<file path="config.mk">
export PLATFORM = sky130hd
export DESIGN_NAME = frame_color_scan_ctrl
export DESIGN_NICKNAME = d
export VERILOG_FILES = /design/src/rtl/frame_color_scan_ctrl.sv
export SDC_FILE = /design/constraint.sdc
export NUM_CORES = 1
export LEC_CHECK = 0
export BUFFER_PORTS_ARGS = -buffer_cell sky130_fd_sc_hd__clkbuf_2
export CORE_UTILIZATION = 50
export CTS_CLUSTER_SIZE = 10
export DETAILED_ROUTE_END_ITERATION = 8
export GPL_ROUTABILITY_DRIVEN = 0
export PLACE_DENSITY = 0.7
export SLEW_MARGIN = 25
export SYNTH_ARGS = -nofsm -noshare
export SYNTH_HDL_FRONTEND = slang
export SYNTH_SLANG_ARGS = --single-unit
</file>
<file path="constraint.sdc">
create_clock -name clk -period 3.4 [get_ports clk]
set_input_delay 0 -clock clk [delete_from_list [all_inputs] [get_ports clk]]
set_output_delay 0 -clock clk [all_outputs]
set_load 0.01 [all_outputs]
</file>
<file path="src/rtl/frame_color_scan_ctrl.sv">
// Scan sequencer for the frame buffer processing port: walks every pixel, classifies
// it as red/green/blue/none, accumulates per-colour counts and reports the dominant colour.
module frame_color_scan_ctrl #(
  parameter int AW      = 15,
  parameter int DW      = 12,
  parameter int NPIX    = 19200,
  parameter int THR     = 4,
  parameter int MIN_CNT = 512
) (
  input  logic          clk,
  input  logic          rst,
  input  logic          start,
  input  logic          cam_busy,
  output logic [AW-1:0] proc_addr,
  input  logic [DW-1:0] proc_data,
  output logic          busy,
  output logic          done,
  output logic [1:0]    color,
  output logic [14:0]   red_cnt,
  output logic [14:0]   green_cnt,
  output logic [14:0]   blue_cnt
);

  typedef enum logic [1:0] {IDLE, SCAN, DRAIN, RESULT} state_t;

  localparam logic [AW-1:0] LAST_ADDR  = AW'(NPIX - 1);
  localparam logic [AW-1:0] BLACK_ADDR = AW'(NPIX);
  localparam logic [4:0]    THR5       = 5'(THR);
  localparam logic [14:0]   MIN15      = 15'(MIN_CNT);

  state_t      state, state_nxt;
  logic        sample, last_sample, launch;
  logic [DW-1:0] pix;
  logic        pix_valid;
  logic [14:0] acc_r, acc_g, acc_b;
  logic [4:0]  r5, g5, b5;
  logic        is_red, is_green, is_blue;
  logic [1:0]  dom_color;
  logic [14:0] dom_cnt;

  assign sample      = (state == SCAN) && !cam_busy;
  assign last_sample = sample && (proc_addr == LAST_ADDR);
  assign launch      = (state == IDLE) && start && !cam_busy;

  always_ff @(posedge clk or negedge rst) begin
    if (!rst) state <= IDLE;
    else      state <= state_nxt;
  end

  // NOTE: every signal assigned in always_comb gets a default first so no latch is inferred.
  always_comb begin
    state_nxt = state;
    unique case (state)
      IDLE:    if (launch) state_nxt = SCAN;
      SCAN:    if (last_sample) state_nxt = DRAIN;
      DRAIN:   state_nxt = RESULT;
      RESULT:  state_nxt = IDLE;
      default: state_nxt = IDLE;
    endcase
  end

  // Zero-extend to 5 bits so channel + THR cannot wrap.
  always_comb begin
    r5       = {1'b0, pix[11:8]};
    g5       = {1'b0, pix[7:4]};
    b5       = {1'b0, pix[3:0]};
    is_red   = (r5 >= g5 + THR5) && (r5 >= b5 + THR5);
    is_green = (g5 >= r5 + THR5) && (g5 >= b5 + THR5);
    is_blue  = (b5 >= r5 + THR5) && (b5 >= g5 + THR5);
  end

  // Largest count wins; ties resolve red > green > blue.
  always_comb begin
    dom_color = 2'b01;
    dom_cnt   = acc_r;
    if (!(acc_r >= acc_g && acc_r >= acc_b)) begin
      if (acc_g >= acc_b) begin
        dom_color = 2'b10;
        dom_cnt   = acc_g;
      end else begin
        dom_color = 2'b11;
        dom_cnt   = acc_b;
      end
    end
  end

  // NOTE: sequential state uses non-blocking assignments so all registers update together.
  always_ff @(posedge clk or negedge rst) begin
    if (!rst) begin
      proc_addr <= BLACK_ADDR;
      busy      <= 1'b0;
      done      <= 1'b0;
      color     <= 2'b00;
      red_cnt   <= '0;
      green_cnt <= '0;
      blue_cnt  <= '0;
      acc_r     <= '0;
      acc_g     <= '0;
      acc_b     <= '0;
      pix       <= '0;
      pix_valid <= 1'b0;
    end else begin
      done      <= 1'b0;
      pix_valid <= sample;
      if (sample) pix <= proc_data;

      if (pix_valid) begin
        if (is_red)   acc_r <= acc_r + 15'd1;
        if (is_green) acc_g <= acc_g + 15'd1;
        if (is_blue)  acc_b <= acc_b + 15'd1;
      end

      unique case (state)
        IDLE: begin
          proc_addr <= BLACK_ADDR;
          if (launch) begin
            proc_addr <= '0;
            acc_r     <= '0;
            acc_g     <= '0;
            acc_b     <= '0;
            busy      <= 1'b1;
          end
        end
        SCAN: begin
          if (sample) proc_addr <= last_sample ? BLACK_ADDR : proc_addr + 1'b1;
        end
        DRAIN: ;
        RESULT: begin
          red_cnt   <= acc_r;
          green_cnt <= acc_g;
          blue_cnt  <= acc_b;
          color     <= (dom_cnt >= MIN15) ? dom_color : 2'b00;
          done      <= 1'b1;
          busy      <= 1'b0;
        end
        default: ;
      endcase
    end
  end

endmodule

</file>
=== Word-level counts from Yosys, hierarchy flattened ===
Index checks and enable logic that the tools add are counted.

* Mux-type cells: 27
* $lt $le $gt $ge: 10
* Eq/ne operators: 7
* $add $sub $neg: 7
* Reduce and logical (&&, ||, !) cells: 15

{| class="wikitable"
|+ Operators by type and width
! operator !! count
|-
| 15-bit 2-to-1 mux || 17
|-
| 15-bit by 1-bit adder with 15-bit output, second input constant || 4
|-
| 15-bit greater-or-equal comparator || 3
|-
| 4-bit by 5-bit greater-or-equal comparator with 1-bit output || 6
|-
| 15-bit case mux with 2 select lines || 1
|-
| 4-bit by 3-bit adder with 5-bit output, second input constant || 3
|-
| 15-bit == test, second input constant || 1
|-
| 15-bit by 10-bit greater-or-equal comparator with 1-bit output, second input constant || 1
|-
| 1-bit logical AND || 8
|-
| 2-bit 2-to-1 mux || 4
|-
| 2-bit case mux with 4 select lines || 1
|-
| 2-bit inequality test, second input constant || 3
|-
| 2-bit AND reduction || 3
|-
| 2-bit == test, second input constant || 2
|-
| 2-bit nonzero test || 2
|-
| 1-bit 2-to-1 mux || 3
|-
| 2-bit by 1-bit == test with 1-bit output, second input constant || 1
|-
| 2-bit logical NOT || 1
|-
| 1-bit case mux with 2 select lines || 1
|-
| 1-bit logical NOT || 1
|}

* Bits of input ports: 16
* Bits in registers: 124
* Output and inout bits: 64
* Word-level logic and storage cells: 79

=== Longest topological paths before layout ===
Gate-level depths: netlist of the first run.

* Depth in word-level cells: 7
* Mapped depth: 9
* Depth with buffers taken out: 8

=== Worst setup path before layout of the first run ===
Ideal clock, no wire load.

* Path kind: reg2reg
* Start: register proc_addr[0]
* End: register state[1]
* Data arrival time: 2044 ps
* Stages on the path, launching flop included: 7
* Setup time: 127 ps
* Setup slack: 1229 ps
* Required time: 3273 ps
* Buffers on the path: 0
* Clock period less this slack: 2171 ps
* Path through: dfrtp_1 ha_1 nand3_1 or3_4 o41ai_4 nand2_1 mux2_1

* Cells in the longest elaborated chain, start to end: 4

{| class="wikitable"
|+ Ends and longest elaborated chain
! element !! line !! source
|-
| from (decl) || 14 || <nowiki>output logic [AW-1:0] proc_addr,</nowiki>
|-
| from (signal assigned) || 125 || <nowiki>if (sample) proc_addr <= last_sample ? BLACK_ADDR : proc_addr + 1'b1;</nowiki>
|-
| 15-bit == test || 42 || <nowiki>assign last_sample = sample && (proc_addr == LAST_ADDR);</nowiki>
|-
| 1-bit logical AND || 42 ||
|-
| 2-bit inequality test (no line) || n/a ||
|-
| 2-bit AND reduction (no line) || n/a ||
|-
| to (signal assigned) || 47 || <nowiki>else state <= state_nxt;</nowiki>
|-
| to (decl) || 31 || <nowiki>state_t state, state_nxt;</nowiki>
|}

No other way between the ends.
A chain may end at the register's enable or synchronous reset.

=== Final worst setup path of the first run ===
* Start: register state[1]
* End: register proc_addr[13]

* Cells in the longest elaborated chain, start to end: 6
* Elaborated cells between the ends (all ways): 10
* Classes of those cells: 2 x eq/ne; 3 x mux; 5 x reduce/logical

{| class="wikitable"
|+ Ends and longest elaborated chain
! element !! line !! source
|-
| 2-bit by 1-bit == test with 1-bit output || 41, 113 ||
|-
| 1-bit logical AND || 41 || <nowiki>assign sample = (state == SCAN) && !cam_busy;</nowiki>
|-
| 1-bit logical AND || 42 ||
|-
| 15-bit 2-to-1 mux (2 in series) || 125 ||
|-
| 15-bit case mux with 2 select lines || 113 || <nowiki>unique case (state)</nowiki>
|}

Several ways; a longest one is shown, not always the timed one. The select of a mux whose other input is x is not followed.

==> results.txt, run 1 <==
----------------------------------------------------
[Clock tree]
  Clock buffers created by TritonCTS ... 17
  Number of buffers inserted to repair setup after CTS ... 0
  Sinks on the clock net ... roughly 120
  Worst-case clock buffer depth ... 2
  CTS Root Buffer Type ... clkbuf_16
  CTS H-tree lvls ... 4
  CTS-repair resized insts ... 0
  CTS tree ... done
  Clock insertion delay at the later pin of the skew report ... between 0.4 and 0.5 ns
  Clock-pin slew reported for the worst setup and hold paths after clock tree synthesis ... about 0.060 ns

[Routing]
  Vias after detailed routing ... 6293
  Post-detailed-routing wire length ... roughly 18 mm
  Starting DRT DRC Count ... about 490
  Drt wl/cell ... about 17 um
  Number of iterations in the first detailed-routing pass ... 5
  Ratio of routed vias to standard cells ... 5.91
  Count of unresolved DRC violations after routing ... 0
  Post-detailed-route count of antenna-violating nets ... 0

[Global routing]
  Wire length of the first global-routing pass ... slightly above 30 mm
  Number of global-route vias before repair ... between 6k and 7k
  Largest net degree at the start of global routing ... 85
  Total congestion overflow ... 0
  Global routing usage summed across all routing layers ... 0.247
  Number of antenna violations at the first check in global routing ... 0

[Logic synthesis]
  Yosys Warn Count ... 0
  Cell types occupying the most area after synthesis ... dfrtp_1 (40%), ha_1 (13%), nand2_1 (6.9%)
  EDFF count, synth ... 0
  Post-synthesis instance area ... about 7500 um^2
  Area leader, netlist ... dfrtp_1
  Post-synthesis async set-or-reset flop share ... 1.00
  Number of cells produced by synthesis ... 778
  Yosys top cell area share ... 0.399
  Dominant synthesized flop cell ... dfrtp_1
  Mean cell area of the mapped netlist ... 9.67 um^2
  Number of distinct library cells after synthesis ... 53
  Number of nets in the synthesized netlist ... 871
  Register area share after synthesis ... 0.413
  Number of flip-flops and latches in the synthesized netlist ... 124

[Timing]
  Clock skew ... 0.00571 ns
  Final setup TNS ... 0 ns
  Max Clk Rate ... between 300 and 400 MHz
  Transition time of the tightest slew-check pin ... between 0.9 and 1 ns
  Final Hold Violating Endpoints ... 0
  Time the final worst path needs with I/O delays and setup ... ~2.8 ns
  Setup repair after global routing missed its margin ... false
  Final Max Tran Viols ... 0
  # setup viols final ... 0
  Relative slew margins ... 0.391
  Crit share post-route ... 0.824

[Pwr]
  Areal power density over the cells ... about 530 nW/um^2
  Part of the power in registers ... 0.376
  Switching Fraction ... 0.310
  Power spent charging and discharging nets ... ~1.4 mW
  Portion of total power attributed to the clock network ... 0.417
  Worst vdd ir ... 0.411 mV
  Total power consumption of the routed design ... 4.66 mW
  Pleak ... between 4 and 5 nW
  Int Power ... approximately 3.2 mW
  Fraction of power consumed by combinational cells ... 0.207

[Worst hold path]
  Worst hold-check path type ... in2reg

[Layout]
  Layout net count ... 961
  Diode insertion count for antenna repair ... 0
  Layout Area Growth over Synthesis ... 17.9%
  Filler-free cell count of the finished design ... 1065
  Share of post-route cells with drive strength above 1 ... 0.205
  Number of filler instances in the final layout ... between 1k and 1.5k

[Setup path]
  Crit end category ... flop
  Crit path kind ... reg2reg
  Req. time, crit path ... 3.70 ns
  Critical path data arrival time ... a little over 3 ns
  Worst-path fanout max ... 11
  Setup crit start kind ... flop

[Floorplan]
  Die outline area ... about 16000 um^2
  Std-Cell Rows ... 44
  Area inside the core boundary ... approximately 15000 um^2
  Initial core utilization ... 0.515
  Floorplan die height ... about 120 um
  IO Count ... 80
  Die width ... 125 um

[Placed design]
  HPWL reported at the end of detailed placement ... 12.8 mm
  Number of placed instances with taps included ... roughly 1k
  Number of port buffers ... 79

[Flow run]
  Reported max-cap violation count ... 0

[Run status]
  Status ... completed

----------------------------------------------------
state kept, by name, summed over array words and instances, names as in the netlist:
name       flops
acc_b         15
acc_g         15
acc_r         15
blue_cnt      15
green_cnt     15
proc_addr     15
red_cnt       15
pix           12
color          2
state          2
busy           1
done           1
pix_valid      1
layer usage:
| metal | GRT usage | vias to the layer above | part of all wire | wire [um] |
|---|---|---|---|---|
| li1 | - | 2969 | - | - |
| met1 | 0.320 | 3088 | 0.45 | 8210 |
| met2 | 0.408 | 203 | 0.49 | 8940 |
| met3 | 0.0550 | 33 | 0.054 | 1000 |
| met4 | 0.0808 | 0 | 0.014 | 267 |
| met5 | 0 | - | 0 | 0 |
cell families (layout without fill, tap and decap cells):
family,after synthesis,count (layout),share of synthesized area
AOI/OAI and AO/OA,116,116,0.100
and+or+nand+nor,295,295,0.194
adders and majority gates,77,77,0.128
buffers and inverters,80,183,0.0426
muxes,86,86,0.122
DFF,124,124,0.413
area by class of cell:
| class | count | area (um^2) | share of cell area |
|---|---|---|---|
| clock buffer | 19 | 443 | 0.0499 |
| clock inverter | 13 | 193 | 0.0217 |
| inverter | 46 | 173 | 0.0195 |
| multi-input combinational | 574 | 4090 | 0.462 |
| sequential | 124 | 3110 | 0.350 |
| tap | 184 | 230 | 0.0260 |
| timing repair buffer | 105 | 628 | 0.0708 |
final timing paths:
check / slack (ns) / depth (start not counted) / start / end
max: 0.60 / 8 / state[1] / proc_addr[13]
min: 0.05 / 3 / start / acc_b[0]
max reg2reg: 0.60 / 8 / state[1] / proc_addr[13]
min reg2reg: 0.51 / 1 / green_cnt[1] / green_cnt[1]
max in group asynchronous: 2.21 / 3 / rst / proc_addr[3]
min in group asynchronous: 0.24 / 2 / rst / pix[4]
worst max-delay path, stage by stage (launching register included):
cell and delay, ns:
dfrtp_1 0.41, inv_1 0.09, ha_1 0.34, nand2b_1 0.27, or3_1 0.41, o41ai_4 0.58, or2_1 0.36, a31o_2 0.15
a31oi_1 0.07
layout by cell type (no fill, tap or decap), drive strengths merged, types with 3 or more instances in the layout:
cell         instances
or4                  4
nand2              138
and4                 3
clkbuf              97
o41ai                5
a21oi               30
o21ai               30
or2                  3
o2bb2ai              3
dfstp                4
nand2b              24
mux2                46
nand4               16
and2                 3
clkinv               4
o21a                 6
dfrtp              120
a21o                17
o31ai                8
a31oi                4
mux2i               40
bufinv               4
nor3                 3
clkinvlp             5
ha                  77
nor4                39
buf                 13
nor2                17
or3                  3
and3                10
dlygate4sd3         14
inv                 46
nand3               25
nor4b                3
o311ai               3
a211oi               3
cells in the mapped netlist, types with 2 or more instances:
cell type / count
and2_1: 3
nor4_1: 39
a21o_1: 16
nor4b_1: 3
dfstp_2: 4
nor2_1: 17
o21ai_0: 29
buf_1: 5
buf_2: 7
and4_1: 3
clkbuf_1: 20
o311ai_0: 3
nand3_1: 25
mux2i_1: 40
a211oi_1: 3
or3_1: 2
or4_1: 4
inv_1: 46
ha_1: 77
a21oi_1: 30
nand2b_1: 24
o2bb2ai_1: 3
nand2_1: 138
nand4_1: 16
and3_1: 8
and3_2: 2
or2_2: 2
o41ai_1: 4
o31ai_1: 8
dfrtp_1: 120
nor3_1: 3
o21a_1: 6
mux2_2: 45
a31oi_1: 4
power groups by stage:
stage	clock network [mW]	logic, mW	registers (mW)
floorplan	0	0.648	1.72
global placement	0	0.888	1.76
detailed placement	0	0.930	1.77
CTS	1.97	0.954	1.75
global route	2.03	1.09	1.77
finish	1.94	0.962	1.75
what timing repair did:
action,CTS,global route
hold buffers,14,0
hold endpoints to repair,81,0
setup endpoints to repair,0,0
stage by stage:
| step | utilization | instance area (um^2) | setup slack (ns) | hold slack [ns] |
|---|---|---|---|---|
| after detailed placement | 0.555 | 8090 | 0.639 | 0.188 |
| after global routing | 0.608 | 8870 | 0.400 | 0.0654 |
| after floorplan | - | 7520 | 1.23 | -0.296 |
| after global placement | 0.555 | 8090 | 0.755 | 0.180 |
| final | 0.608 | 8870 | 0.598 | 0.0522 |
| after CTS | 0.608 | 8870 | 0.617 | 0.0333 |
(Power assumes the default switching activity.)
==> run 2, diff against run 1 <==
- PLACE_DENSITY: 0.7 -> 0.72
- clock period: 3.4 -> 2.25 ns (I/O delays scaled with it)
==> run 2 against run 1 <==
  * Combinational power up 72%
  * Critical path type unchanged
  * Register-to-register slack lost 0.52 ns
  * Sequential cell count unchanged
  * Final area up 2.8%
  * Die area unchanged
  * Largest cell class unchanged
==> results.txt, run 2 (same netlist as run 1, synthesis figures left out) <==
----------------------------------------------------
[Global routing]
  Global routing usage summed across all routing layers ... 0.239 (was 0.247)
  GRT Max-Usage Layer ... met2 (unchanged)
  Met3 demand-to-capacity share in global routing ... 0.0533 (was 0.0550)
  Global Route met1 Usage ... 0.326 (was 0.320)
  Number of antenna violations at the first check in global routing ... 0 (unchanged)
  Number of global-route vias before repair ... 5842 (was 6252)
  Largest net degree at the start of global routing ... 125 (was 85)
  Total congestion overflow ... 0 (unchanged)
  Wire length of the first global-routing pass ... 29.5 mm (was 30.8 mm)
  Global-route met2 utilization ... 0.369 (was 0.408)

[Floorplan]
  Area inside the core boundary ... 14600 um^2 (unchanged)
  Die width ... 125 um (unchanged)
  IO Count ... 80 (unchanged)
  Initial core utilization ... 0.515 (unchanged)
  Std-Cell Rows ... 44 (unchanged)
  Die outline area ... 15500 um^2 (unchanged)
  Floorplan die height ... 125 um (unchanged)

[Routing]
  Ratio of routed vias to standard cells ... 5.65 (was 5.91)
  Post-detailed-routing wire length ... 17.8 mm (was 18.4 mm)
  Drt wl/cell ... 16.3 um (was 17.3 um)
  Post-detailed-route count of antenna-violating nets ... 0 (unchanged)
  Vias after detailed routing ... 6139 (was 6293)
  Count of unresolved DRC violations after routing ... 0 (unchanged)
  Number of iterations in the first detailed-routing pass ... 5 (unchanged)
  Starting DRT DRC Count ... 476 (was 485)

[Clock tree]
  Clock buffers created by TritonCTS ... 17 (unchanged)
  Worst-case clock buffer depth ... 2 (unchanged)
  Clock-pin slew reported for the worst setup and hold paths after clock tree synthesis ... 0.06 ns (about the same)
  CTS Root Buffer Type ... clkbuf_16 (unchanged)
  CTS tree ... done (unchanged)
  Clock insertion delay at the later pin of the skew report ... 0.42 ns (about the same)
  CTS H-tree lvls ... 4 (unchanged)
  Sinks on the clock net ... 124 (unchanged)

[Setup path]
  Buf+Inv Stages, Crit Path ... 0 (was 1)
  Worst-path fanout max ... 9 (was 11)
  Top cell family by delay on the critical path ... compound AO/OA/AOI/OAI gates (was simple AND/OR/NAND/NOR gates)
  Crit end category ... flop (unchanged)
  Most used cell, CP ... a31oi_1
  Req. time, crit path ... 2.59 ns (was 3.70 ns)
  Critical path's slowest cell ... dfrtp_1 (was o41ai_4)
  Crit path kind ... reg2reg (unchanged)
  Critical path data arrival time ... 2.51 ns (was 3.10 ns)
  Largest incremental delay on the critical path ... 0.49 ns (was 0.58 ns)
  Setup crit start kind ... flop (unchanged)
  Critical path cell sequence ... ha_1 -> a21o_1 -> a31oi_1 -> o21ai_0 -> a211oi_1 -> o211ai_1 -> a31oi_1 (was inv_1 -> ha_1 -> nand2b_1 -> or3_1 -> o41ai_4 -> or2_1 -> a31o_2 -> a31oi_1)

[Timing]
  Final Hold Violating Endpoints ... 0 (unchanged)
  Relative slew margins ... 0.523 (was 0.391)
  Clock skew ... 0.00753 ns (was 0.00571 ns)
  Final Hold Slack ... 0.0503 ns (was 0.0522 ns)
  Max Clk Rate ... 461 MHz (was 357 MHz)
  Final setup TNS ... 0 ns (unchanged)
  Final Max Tran Viols ... 0 (unchanged)
  Worst Setup Slack, final ... 0.0824 ns (was 0.598 ns)
  # setup viols final ... 0 (unchanged)
  Setup repair after global routing missed its margin ... false (unchanged)
  Transition time of the tightest slew-check pin ... 0.715 ns (was 0.914 ns)
  Crit share post-route ... 0.963 (was 0.824)
  Time the final worst path needs with I/O delays and setup ... 2.17 ns (was 2.80 ns)

[Layout]
  Number of filler instances in the final layout ... 1158 (was 1183)
  Filler-free cell count of the finished design ... 1086 (was 1065)
  Layout Area Growth over Synthesis ... 21.2% (was 17.9%)
  Share of post-route cells with drive strength above 1 ... 0.231 (was 0.205)
  Area taken by multi-input logic gates ... 4120 um^2 (was 4090 um^2)
  Final design instance area without fill ... 9110 um^2 (was 8870 um^2)
  Commonest cells after routing, fill and taps aside ... nand2_1 (138), dfrtp_1 (120), clkbuf_2 (78), ha_1 (76), inv_1 (46) (unchanged)
  Layout net count ... 982 (was 961)
  Util after Layout ... 0.625 (was 0.608)
  Most common cell after layout, fill and taps aside ... nand2_1 (unchanged)
  Diode insertion count for antenna repair ... 0 (unchanged)
  Register Area ... 3110 um^2 (unchanged)

[Placed design]
  Area of placed instances ... 8320 um^2 (was 8090 um^2)
  HPWL reported at the end of detailed placement ... 12.1 mm (was 12.8 mm)
  Post-Place Setup Slack ... 0.0600 ns (was 0.639 ns)
  Number of placed instances with taps included ... 1039 (was 1019)
  Number of port buffers ... 79 (unchanged)

[Pwr]
  Portion of total power attributed to the clock network ... 0.403 (was 0.417)
  Areal power density over the cells ... 779 nW/um^2 (was 525 nW/um^2)
  Part of the power in registers ... 0.365 (was 0.376)
  Int Power ... 4.88 mW (was 3.21 mW)
  Switching Fraction ... 0.312 (was 0.310)
  Total power consumption of the routed design ... 7.10 mW (was 4.66 mW)
  Fraction of power consumed by combinational cells ... 0.232 (was 0.207)
  Worst vdd ir ... 0.585 mV (was 0.411 mV)
  Power spent charging and discharging nets ... 2.21 mW (was 1.45 mW)
  Pleak ... 4.57 nW (was 4.44 nW)

[Worst hold path]
  Worst hold-check path type ... in2reg (unchanged)

[Run status]
  Status ... completed (unchanged)

[Flow run]
  Reported max-cap violation count ... 0 (unchanged)

----------------------------------------------------
-- run 2: cell count changes in the layout (fill, tap and decap cells not counted), sizes merged --
cell         before  now
bufinv            4    3
inv              46   48
dlygate4sd3      14   13
buf              13   35
clkbuf           97   98
clkinv            4    2
-- run 2: area by class of cell --
class	instances	share of cell area
Clock buffer	20	0.0501
Inverter	46	0.0189
Tap cell	184	0.0253
Timing Repair Buffer	126	0.0942
Clock inverter	12	0.0178
Multi-Input combinational cell	574	0.453
Sequential cell	124	0.341
-- run 2: metal layers --
metal | wire, um | vias up
li1 | - | 3021
met1 | 8360 | 2941
met2 | 8240 | 149
met3 | 735 | 28
met4 | 415 | 0
met5 | 0 | -
-- run 2: worst paths after layout --
path,startpoint,endpoint,slack (ns),depth (start not counted)
min in group asynchronous,rst,pix[1],0.19,3
hold reg to reg,red_cnt[7],red_cnt[7],0.50,1
setup reg to reg,acc_r[2],color[0],0.08,7
setup / recovery,acc_r[2],color[0],0.08,7
max in group asynchronous,rst,pix[9],1.50,3
hold / removal,cam_busy,acc_r[0],0.05,4
-- run 2: power groups by stage --
stage,combinational (mW),clock [mW],sequential [mW]
detailed placement,1.58,0,2.62
global placement,1.54,0,2.62
floorplan,0.980,0,2.61
global route,1.82,3.02,2.62
CTS,1.61,2.90,2.59
finish,1.65,2.86,2.59
-- run 2: tightest hold or removal path, stage by stage --
cell	delay, ns
clkbuf_2	0.12
nor3b_1	0.06
buf_4	0.15
a21oi_1	0.10
-- run 2: what timing repair did --
item                                    in CTS  in global routing
hold buffers                                13                  0
buffers inserted                             0                  2
endpoints found under the setup margin       0                 17
resized for setup                            0                  6
endpoints found under the hold margin      132                  0
